File: src/rtl/brpred_pkg.sv
// rtl/brpred_pkg.sv - counter states, branch funct3 codes and defaults for the branch predictor
package brpred_pkg;

  localparam int IDX_W_DEF = 6;

  typedef enum logic [1:0] {
    SNT = 2'b00,
    WNT = 2'b01,
    WT  = 2'b10,
    ST  = 2'b11
  } cnt_state_e;

  localparam logic [2:0] F3_BEQ  = 3'b000;
  localparam logic [2:0] F3_BNE  = 3'b001;
  localparam logic [2:0] F3_BLT  = 3'b100;
  localparam logic [2:0] F3_BGE  = 3'b101;
  localparam logic [2:0] F3_BLTU = 3'b110;
  localparam logic [2:0] F3_BGEU = 3'b111;

  // Saturating step: taken moves toward ST, not-taken toward SNT.
  function automatic cnt_state_e cnt_next(input cnt_state_e s, input logic taken);
    case (s)
      SNT:     return taken ? WNT : SNT;
      WNT:     return taken ? WT  : SNT;
      WT:      return taken ? ST  : WNT;
      default: return taken ? ST  : WT;
    endcase
  endfunction

endpackage

File: src/rtl/br_resolve.sv
// rtl/br_resolve.sv - maps branch funct3 and comparator flags to the actual outcome
module br_resolve
  import brpred_pkg::*;
(
  input  logic [2:0] funct3_i,
  input  logic       br_less_i,
  input  logic       br_equal_i,
  output logic       taken_o,
  output logic       legal_o
);

  // Signedness is resolved upstream, so BLT/BLTU and BGE/BGEU share a flag.
  always_comb begin
    taken_o = 1'b0;
    legal_o = 1'b1;
    case (funct3_i)
      F3_BEQ:           taken_o = br_equal_i;
      F3_BNE:           taken_o = !br_equal_i;
      F3_BLT, F3_BLTU:  taken_o = br_less_i;
      F3_BGE, F3_BGEU:  taken_o = !br_less_i;
      default:          legal_o = 1'b0;
    endcase
  end

endmodule

File: src/rtl/branch_predictor.sv
// rtl/branch_predictor.sv - bimodal 2-bit branch predictor; BRPRED_STATS_EN adds branch/mispredict counters
module branch_predictor
  import brpred_pkg::*;
#(
  parameter int IDX_W = IDX_W_DEF
) (
  input  logic        clk_i,
  input  logic        rst_ni,
  input  logic [31:0] pc_i,
  output logic        pred_taken_o,
  input  logic        res_valid_i,
  input  logic [31:0] res_pc_i,
  input  logic [2:0]  res_funct3_i,
  input  logic        br_less_i,
  input  logic        br_equal_i,
  input  logic        res_pred_taken_i,
  output logic        res_taken_o,
  output logic        mispredict_o
`ifdef BRPRED_STATS_EN
  ,
  output logic [31:0] br_cnt_o,
  output logic [31:0] mispred_cnt_o
`endif
);

  localparam int ENTRIES = 1 << IDX_W;

  cnt_state_e       table_q [ENTRIES];
  logic [IDX_W-1:0] pred_idx;
  logic [IDX_W-1:0] res_idx;
  logic [1:0]       pred_cnt;
  logic             res_taken;
  logic             res_legal;
  logic             accept;
  logic             miss;
  logic             unused_pc;

  // Only the word-aligned index bits matter; the rest alias freely.
  assign pred_idx  = pc_i[IDX_W+1:2];
  assign res_idx   = res_pc_i[IDX_W+1:2];
  assign unused_pc = ^{pc_i[31:IDX_W+2], pc_i[1:0], res_pc_i[31:IDX_W+2], res_pc_i[1:0]};

  br_resolve u_resolve (
    .funct3_i   (res_funct3_i),
    .br_less_i  (br_less_i),
    .br_equal_i (br_equal_i),
    .taken_o    (res_taken),
    .legal_o    (res_legal)
  );

  assign accept = res_valid_i && res_legal;
  assign miss   = res_taken ^ res_pred_taken_i;

  // Read port sees the pre-update value when it collides with the write port.
  assign pred_cnt     = table_q[pred_idx];
  assign pred_taken_o = pred_cnt[1];

  always_ff @(posedge clk_i or negedge rst_ni) begin
    if (!rst_ni) begin
      for (int i = 0; i < ENTRIES; i++) begin
        table_q[i] <= WNT;
      end
    end else if (accept) begin
      table_q[res_idx] <= cnt_next(table_q[res_idx], res_taken);
    end
  end

  // An illegal funct3 still reports a (forced not-taken) outcome.
  always_ff @(posedge clk_i or negedge rst_ni) begin
    if (!rst_ni) begin
      res_taken_o  <= 1'b0;
      mispredict_o <= 1'b0;
    end else begin
      mispredict_o <= accept && miss;
      if (res_valid_i) begin
        res_taken_o <= accept && res_taken;
      end
    end
  end

`ifdef BRPRED_STATS_EN
  always_ff @(posedge clk_i or negedge rst_ni) begin
    if (!rst_ni) begin
      br_cnt_o      <= '0;
      mispred_cnt_o <= '0;
    end else begin
      if (accept && (br_cnt_o != '1)) begin
        br_cnt_o <= br_cnt_o + 32'd1;
      end
      if (accept && miss && (mispred_cnt_o != '1)) begin
        mispred_cnt_o <= mispred_cnt_o + 32'd1;
      end
    end
  end
`endif

  a_mispredict_has_cause: assert property (
    @(posedge clk_i) disable iff (!rst_ni) mispredict_o |-> $past(accept)
  );

endmodule

File: config.mk
export PLATFORM = sky130hd
export DESIGN_NAME = branch_predictor
export DESIGN_NICKNAME = d
export VERILOG_FILES = /design/src/rtl/brpred_pkg.sv /design/src/rtl/br_resolve.sv /design/src/rtl/branch_predictor.sv
export SDC_FILE = /design/constraint.sdc
export NUM_CORES = 1
export LEC_CHECK = 0
export CORE_ASPECT_RATIO = 1.75
export CORE_MARGIN = 1
export CORE_UTILIZATION = 52
export CTS_CLUSTER_SIZE = 16
export DETAILED_ROUTE_END_ITERATION = 12
export PLACE_DENSITY_LB_ADDON = 0.25
export SETUP_SLACK_MARGIN = 0.02
export SLEW_MARGIN = 30
export SYNTH_ARGS = -nofsm -noshare
export SYNTH_HDL_FRONTEND = slang
export SYNTH_SLANG_ARGS = --single-unit
File: constraint.sdc
create_clock -name clk_i -period 9.1 [get_ports clk_i]
set_clock_uncertainty 0.1 [all_clocks]
set_input_delay 1.82 -clock clk_i [delete_from_list [all_inputs] [get_ports clk_i]]
set_output_delay 1.82 -clock clk_i [all_outputs]
set_load 0.02 [all_outputs]
== Word-level counts from Yosys, hierarchy flattened ==
Cells that the tools add are included.
Cells by class
  $lt $le $gt $ge: 3
  equal/unequal tests: 7
  muxes and demuxes: 17
  bitwise logic cells: 3
  reduce and logical (&&, ||, !) cells: 11
Operator list (number)
  128-bit bitwise mux: 1
  2-bit binary-select mux with 6-bit select: 2
  2-bit two-way mux: 8
  7-bit greater-or-equal comparator, second input constant: 2
  6-bit inverter with 7-bit output: 2
  2-bit demux with 6-bit select: 1
  3-bit equality test, second input constant: 4
  7-bit by 1-bit < comparator with 1-bit output, second input constant: 1
  2-bit case mux with 3 select lines: 1
  6-bit OR reduction: 1
  1-bit logical AND: 4
  1-bit case mux with 4 select lines: 1
  2-bit OR reduction: 2
  3-bit by 1-bit equality test with 1-bit output, second input constant: 1
  3-bit logical NOT: 1
  1-bit two-way mux: 3
  2-bit by 1-bit equality test with 1-bit output, second input constant: 1
  2-bit equality test, second input constant: 1
  1-bit logical NOT: 2
  2-bit logical NOT: 1
  1-bit XOR: 1
Word-level totals
  bits in registers: 130
  input bits: 73
  word-level logic and storage cells: 107

== Logic depth before layout (Yosys ltp) ==
Gate-level depths: netlist of the first run.
  depth after elaboration: 8
  depth in mapped cells: 12
  mapped depth without buffers: 6

== Modules after synthesis ==
From an unflattened synthesis of the first run, not the netlist that was laid out.
Second synthesis, totals
  cells, all modules: 689
  area, all modules: 7051.8 um2
By module, submodules not included
  branch_predictor: instances 1, cells each 684, area an instance 7015.5 um2, seq. area each 3333.2 um2
  br_resolve: instances 1, cells each 5, area an instance 36.3 um2, seq. area each 0.0 um2

== Worst setup path before layout of the first run ==
No wires, ideal clock.
  path type: in2out
  start: in pc_i[2]
  end: out pred_taken_o
  data arrival time: 4.301 ns
  required time: 7.180 ns
  setup slack: 2.879 ns
  stages: 5
  path through: clkbuf_1 buf_1 mux4_2 mux4_2 mux4_2
On the way
  cells in the longest elaborated chain, start to end: 4
RTL lines
  from (decl): line branch_predictor.sv:9  | input logic [31:0] pc_i,
  6-bit inverter with 7-bit output (not written as such): line branch_predictor.sv:55  | assign pred_cnt = table_q[pred_idx];
  2-bit binary-select mux with 6-bit select: line branch_predictor.sv:55
  2-bit two-way mux (not written as such) (2 in a row): line branch_predictor.sv:55
  to (decl): line branch_predictor.sv:10  | output logic pred_taken_o,
Every way passes these cells. The select of a mux whose other input is x is not followed.

== Worst setup path after layout of the first run ==
  start: in pc_i[3]
  end: out pred_taken_o
Same word-level chain as after synthesis.

==> run metrics, run 1 <==
Final Setup Violations 0; number of distinct library cells after synthesis between 40 and 50; RSZ-0062 raised after global routing no; total of max-cap violations 0; # nets final around 710; Post-DRT Antenna Nets 0; TritonCTS clock tree yes; Setup crit start pc_i[3]; final-report max-slew violation count 0; Tot GR Track Use 28.13%; hold_buf cts 0; Yosys top cell area share 24.34%; Die Footprint ~0.014 mm2; DP Worst Slack about 2.2 ns; DRC Markers 0; Worst Hold Depth 2; Post-Synthesis Cells approximately 630; cts repair resizes 0; R2R cell count 7; Area growth, synth to finish 13.09%; initial DRC count 381; Die Y about 150 um; Psw approximately 520 uW; placed wire-length estimate between 10 and 15 mm; Post-synth EDFFs 0; FMAX around 0.14 GHz; Power Dens Cells about 240 mW/mm2; post-CTS setup buffer count 0; Setup crit end kind output pin; Clock power frac ~39%; ys async rst share 100.0%; CP Class in2out; first-pass GRT wire length 28.10 mm; wire per inst roughly 21 um; internal power approximately 1.4 mW; Final GP Congestion a little under 0.9; Avg Cell Area, Syn 10.95 um2; Comb power frac around a fifth; drt first pass iters 5; r2r startpoint table_q[49]; initial core utilization around 53%; I/O pins 76; # diodes 0; share of cells above drive strength 1 about a third; H-tree depth 4; FF+latch area roughly 0.0033 mm2; total wire length 17.68 mm; most frequent cells after synthesis nor2_1, a21oi_1, dfrtp_1; Critical Path RT 7.18 ns; smallest setup slack after layout about 2.2 ns; CTS Root Cell clkbuf_16; I/O Buffers 23; ranking of synthesized cells by area dfstp_2, dfrtp_1, mux4_2, nor2_1, a21oi_2; Post-Route Setup TNS 0 ns; multi-input combinational cell area roughly 0.0033 mm2; top_reg_cell synth dfrtp_1; clock buffers created by TritonCTS 17; Max Fanout on Critical Path 16; Flop pwr share 42.0%; Final Critical Period just under 7 ns; routed vias approximately 5,100; leakage a little over 3 nW; core area about 0.013 mm2; Final Hold Viols 0; Sink Count 130; Hold WC Path Type reg2reg; vias per inst about 6; initial antenna violation count 0; Worst Path Arrival between 4 and 5 ns; headroom to the max-slew limit between 20% and 30%; row cnt 55; Max VDD drop roughly 0.00011 V; count leader, synth nor2_1; Synth Net Count ~700; fillcell total around 1,100; global route overflow 0; Switching Share 27.81%; vias in the first global route approximately 5,400; post-synthesis register bit count between 100 and 150; Die X between 80 and 90 um; register area share after synthesis 48.24%; status complete, no violations; largest net degree at the start of global routing 67; Mapped Area approximately 0.0069 mm2; Hold Path Origin table_q[108]; Core Util, Final between 60% and 70%; Yosys warnings 0; Synth area leader dfstp_2; clock tree buffer depth 2; worst slew pin tran between 1 and 1.5 ns; Clock Latency Late Sink 0.42 ns; Reg clk slew, reported paths ~0.06 ns; final worst path period share between 70% and 80%; startpoint types input port
flip-flops by register name (all words and copies together) (netlist names):
| name | cells |
|---|---|
| res_taken_o | 1 |
| mispredict_o | 1 |
| table_q | 128 |
critical path, cell delays in order:
cell,delay [ns]
clkdlybuf4s50_1,1.18
mux4_2,0.45
mux4_2,0.52
mux4_2,0.47
clkdlybuf4s50_1,0.55
placed cells by master, fill, tap and decap left out, types with 6 or more instances in the layout:
cell and n:
nand2_1 11, nor2_1 192, dfrtp_1 66, mux4_2 46, a22o_1 6, clkdlybuf4s50_1 21
a21oi_1 67, dfstp_2 64, inv_1 8, a21oi_2 60, mux2i_1 18, buf_4 6
clkbuf_16 17
path summary, 6_finish.rpt:
path | to | slack [ns]
worst max-delay path | pred_taken_o | 2.19
worst min-delay path | table_q[108] | 0.37
worst max register to register | table_q[95] | 5.73
worst min register to register | table_q[108] | 0.37
max in group asynchronous | table_q[87] | 6.15
min in group asynchronous | table_q[17] | 1.39
power by group through the flow:
stage,logic [mW],registers (mW),clock network [mW]
floorplan,0.273,0.771,0
global placement,0.339,0.786,0
detailed placement,0.352,0.797,0
CTS,0.355,0.789,0.744
global route,0.386,0.801,0.764
finish,0.355,0.790,0.736
layout make-up:
class | count | area share (%)
inverters | 8 | 0.3843
well taps | 171 | 2.738
repair buffers | 29 | 3.587
clock inverters | 12 | 2.338
multi-input cells | 455 | 42.45
flip-flops and latches | 130 | 42.66
clock buffers | 20 | 5.845
stage by stage:
step	area [um2]	cells	total power [mW]	hold slack, ns
final	7814	825	1.881	0.3712
after global routing	7814	825	1.951	0.3901
after CTS	7814	825	1.888	0.3748
after detailed placement	7174	793	1.150	0.3651
after global placement	7154	792	1.125	0.3525
after floorplan	6909	631	1.044	0.3442
logic make-up after synthesis:
group,count (synthesis),synth area share [%]
multiplexers,65,17.77
adder cells (fa/ha/maj),2,0.3079
XOR/XNOR,1,0.1268
AND/OR/NAND/NOR,237,14.58
flip-flops,130,48.24
buffers and inverters,46,3.803
AO/OA/AOI/OAI,150,15.18
per-layer routing:
| metal | GRT usage [%] | wire [um] |
|---|---|---|
| met1 | 30.90 | 6188 |
| met5 | 0 | 0 |
| met4 | 19.95 | 1309 |
| met3 | 7.524 | 1261 |
| met2 | 45.91 | 8922 |
Note: power is estimated with default switching activity, not from simulation.
==> run 2: changes to the inputs <==
--- a/config.mk
+++ b/config.mk
@@ -7,7 +7,7 @@
 export LEC_CHECK = 0
 export CORE_ASPECT_RATIO = 1.75
 export CORE_MARGIN = 1
-export CORE_UTILIZATION = 52
+export CORE_UTILIZATION = 51
 export CTS_CLUSTER_SIZE = 16
 export DETAILED_ROUTE_END_ITERATION = 12
 export PLACE_DENSITY_LB_ADDON = 0.25
==> constraint.sdc (replaced) <==
create_clock -name clk_i -period 5.5 [get_ports clk_i]
set_clock_uncertainty 0.1 [all_clocks]
set_input_delay 1.1 -clock clk_i [delete_from_list [all_inputs] [get_ports clk_i]]
set_output_delay 1.1 -clock clk_i [all_outputs]
set_load 0.02 [all_outputs]
==> run metrics, run 2 (synthesis gave the netlist of run 1 again) <==
CP Cell Sequence clkdlybuf4s50_1, buf_12, mux4_2, mux4_2, mux4_2, clkdlybuf4s50_1; DRC Markers 0; fin cells approximately 830; initial antenna violation count 0; R2R cell count 7; I/O pins 76; Crit path top cell by count mux4_2; FMAX 0.1964 GHz; Die Y about 160 um; Worst Hold Depth 2; placed wire-length estimate 12.07 mm; CTS Root Cell clkbuf_16; largest net degree at the start of global routing 45; wire per inst approximately 21 um; row cnt 55; Setup crit end kind output pin; initial DRC count about 430; drt first pass iters 5; Final Critical Period between 5 and 6 ns; I/O Buffers 23; Post-DRT Antenna Nets 0; TritonCTS clock tree yes; initial core utilization 52.84%; placed cells approximately 800; Final GP Congestion around 0.85; share of cells above drive strength 1 33.48%; Die X 89.99 um; clock buffers created by TritonCTS 17; largest registers table_q (128), mispredict_o (1), res_taken_o (1); core area between 0.01 and 0.015 mm2; Clock Latency Late Sink around 0.42 ns; most common cell after layout, fill and taps aside nor2_1; Max Fanout on Critical Path 16; Hold WC Path Type reg2reg; hold_buf cts 0; startpoint types input port; Post-Route Setup TNS 0 ns; global route overflow 0; max reg flops between 100 and 150; post-CTS setup buffer count 0; largest register by flop count table_q; CP max stage delay ~0.55 ns; # nets final 723; # diodes 0; Max VDD drop between 0.0002 and 0.00025 V; final worst path period share 92.58%; Die Footprint around 0.014 mm2; CP max stage cell mux4_2; Worst path depth 6; Area growth, synth to finish 14.02%; RSZ-0062 raised after global routing no; vias per inst between 6 and 7; most frequent cells in the layout nor2_1, a21oi_1, dfrtp_1, dfstp_2, a21oi_2; Tot GR Track Use 27.16%; status complete, no violations; headroom to the max-slew limit about 48%; cts repair resizes 0; vias in the first global route between 5,000 and 6,000; total of max-cap violations 0; Top Family by Delay on Critical Path multiplexers; fillcell total about 1,100; routed vias ~5,100; Final Setup Violations 0; Worst Path Arrival around 4 ns; total wire length about 18 mm; H-tree depth 4; Power Dens Cells just under 400 mW/mm2; flop2flop setup slack between 2 and 2.5 ns; r2r startpoint table_q[52]; worst slew pin tran ~0.78 ns; Setup crit start pc_i[2]; clock tree buffer depth 2; Hold Path Origin table_q[12]; WP buf/inv 3; final-report max-slew violation count 0; leakage between 3 and 4 nW; Sink Count 130; CP Class in2out; Reg clk slew, reported paths ~0.060 ns; Critical Path RT about 4.3 ns; first-pass GRT wire length 28.54 mm; Final Hold Viols 0
==> run 2: cell count changes in the layout (fill, tap and decap cells not counted), sizes merged <==
cell	change
buf	+9
clkinvlp	-1
clkbuf	+2
clkinv	-1
==> run 2: path summary, 6_finish.rpt <==
kind                                end
hold reg to reg             table_q[12]
max in group asynchronous   table_q[80]
hold / removal              table_q[12]
setup / recovery           pred_taken_o
min in group asynchronous   table_q[23]
setup reg to reg           table_q[106]
==> run 2: where the power goes <==
group | switching [mW] | leakage [nW] | internal, mW
Sequential | 0.117 | 1.52 | 1.19
Clock | 0.417 | 0.300 | 0.780
Combinational | 0.320 | 1.25 | 0.280
==> run 2: area by class of cell <==
cell class | count | area (um2) | share of cell area (%)
multi-input combinational | 455 | 3317 | 42.11
clock buffer | 22 | 464.2 | 5.893
inverter | 8 | 30.03 | 0.3812
timing repair buffer | 38 | 360.3 | 4.574
sequential | 130 | 3333 | 42.31
tap | 171 | 214.0 | 2.716
clock inverter | 10 | 158.9 | 2.017
==> run 2: metrics by stage <==
| step | instance area, um2 | hold slack (ns) | utilization, % | total power [mW] | worst slack [ns] |
|---|---|---|---|---|---|
| final | 7878 | 0.3756 | 60.25 | 3.103 | 0.4078 |
| after global routing | 7878 | 0.4055 | 60.25 | 3.224 | 0.3518 |
| after CTS | 7878 | 0.3758 | 60.25 | 3.108 | 0.3976 |
| after detailed placement | 7254 | 0.3637 | 55.48 | 1.912 | 0.3872 |
| after global placement | 7254 | 0.3540 | 55.48 | 1.878 | 0.4212 |
| after floorplan | 6909 | 0.3442 | - | 1.727 | 0.7190 |
==> run 2: worst min-delay path: stages (launching register included) <==
cell	delay, ns
dfstp_2	0.37
inv_1	0.05
mux2i_1	0.06
==> run 2: layer usage <==
metal	vias to the layer above	routed length (um)	GRT usage, %
met3	58	1025	5.507
li1	2297	-	-
met1	2602	6835	32.70
met2	187	9245	45.97
met4	0	772	14.67
met5	-	0	0
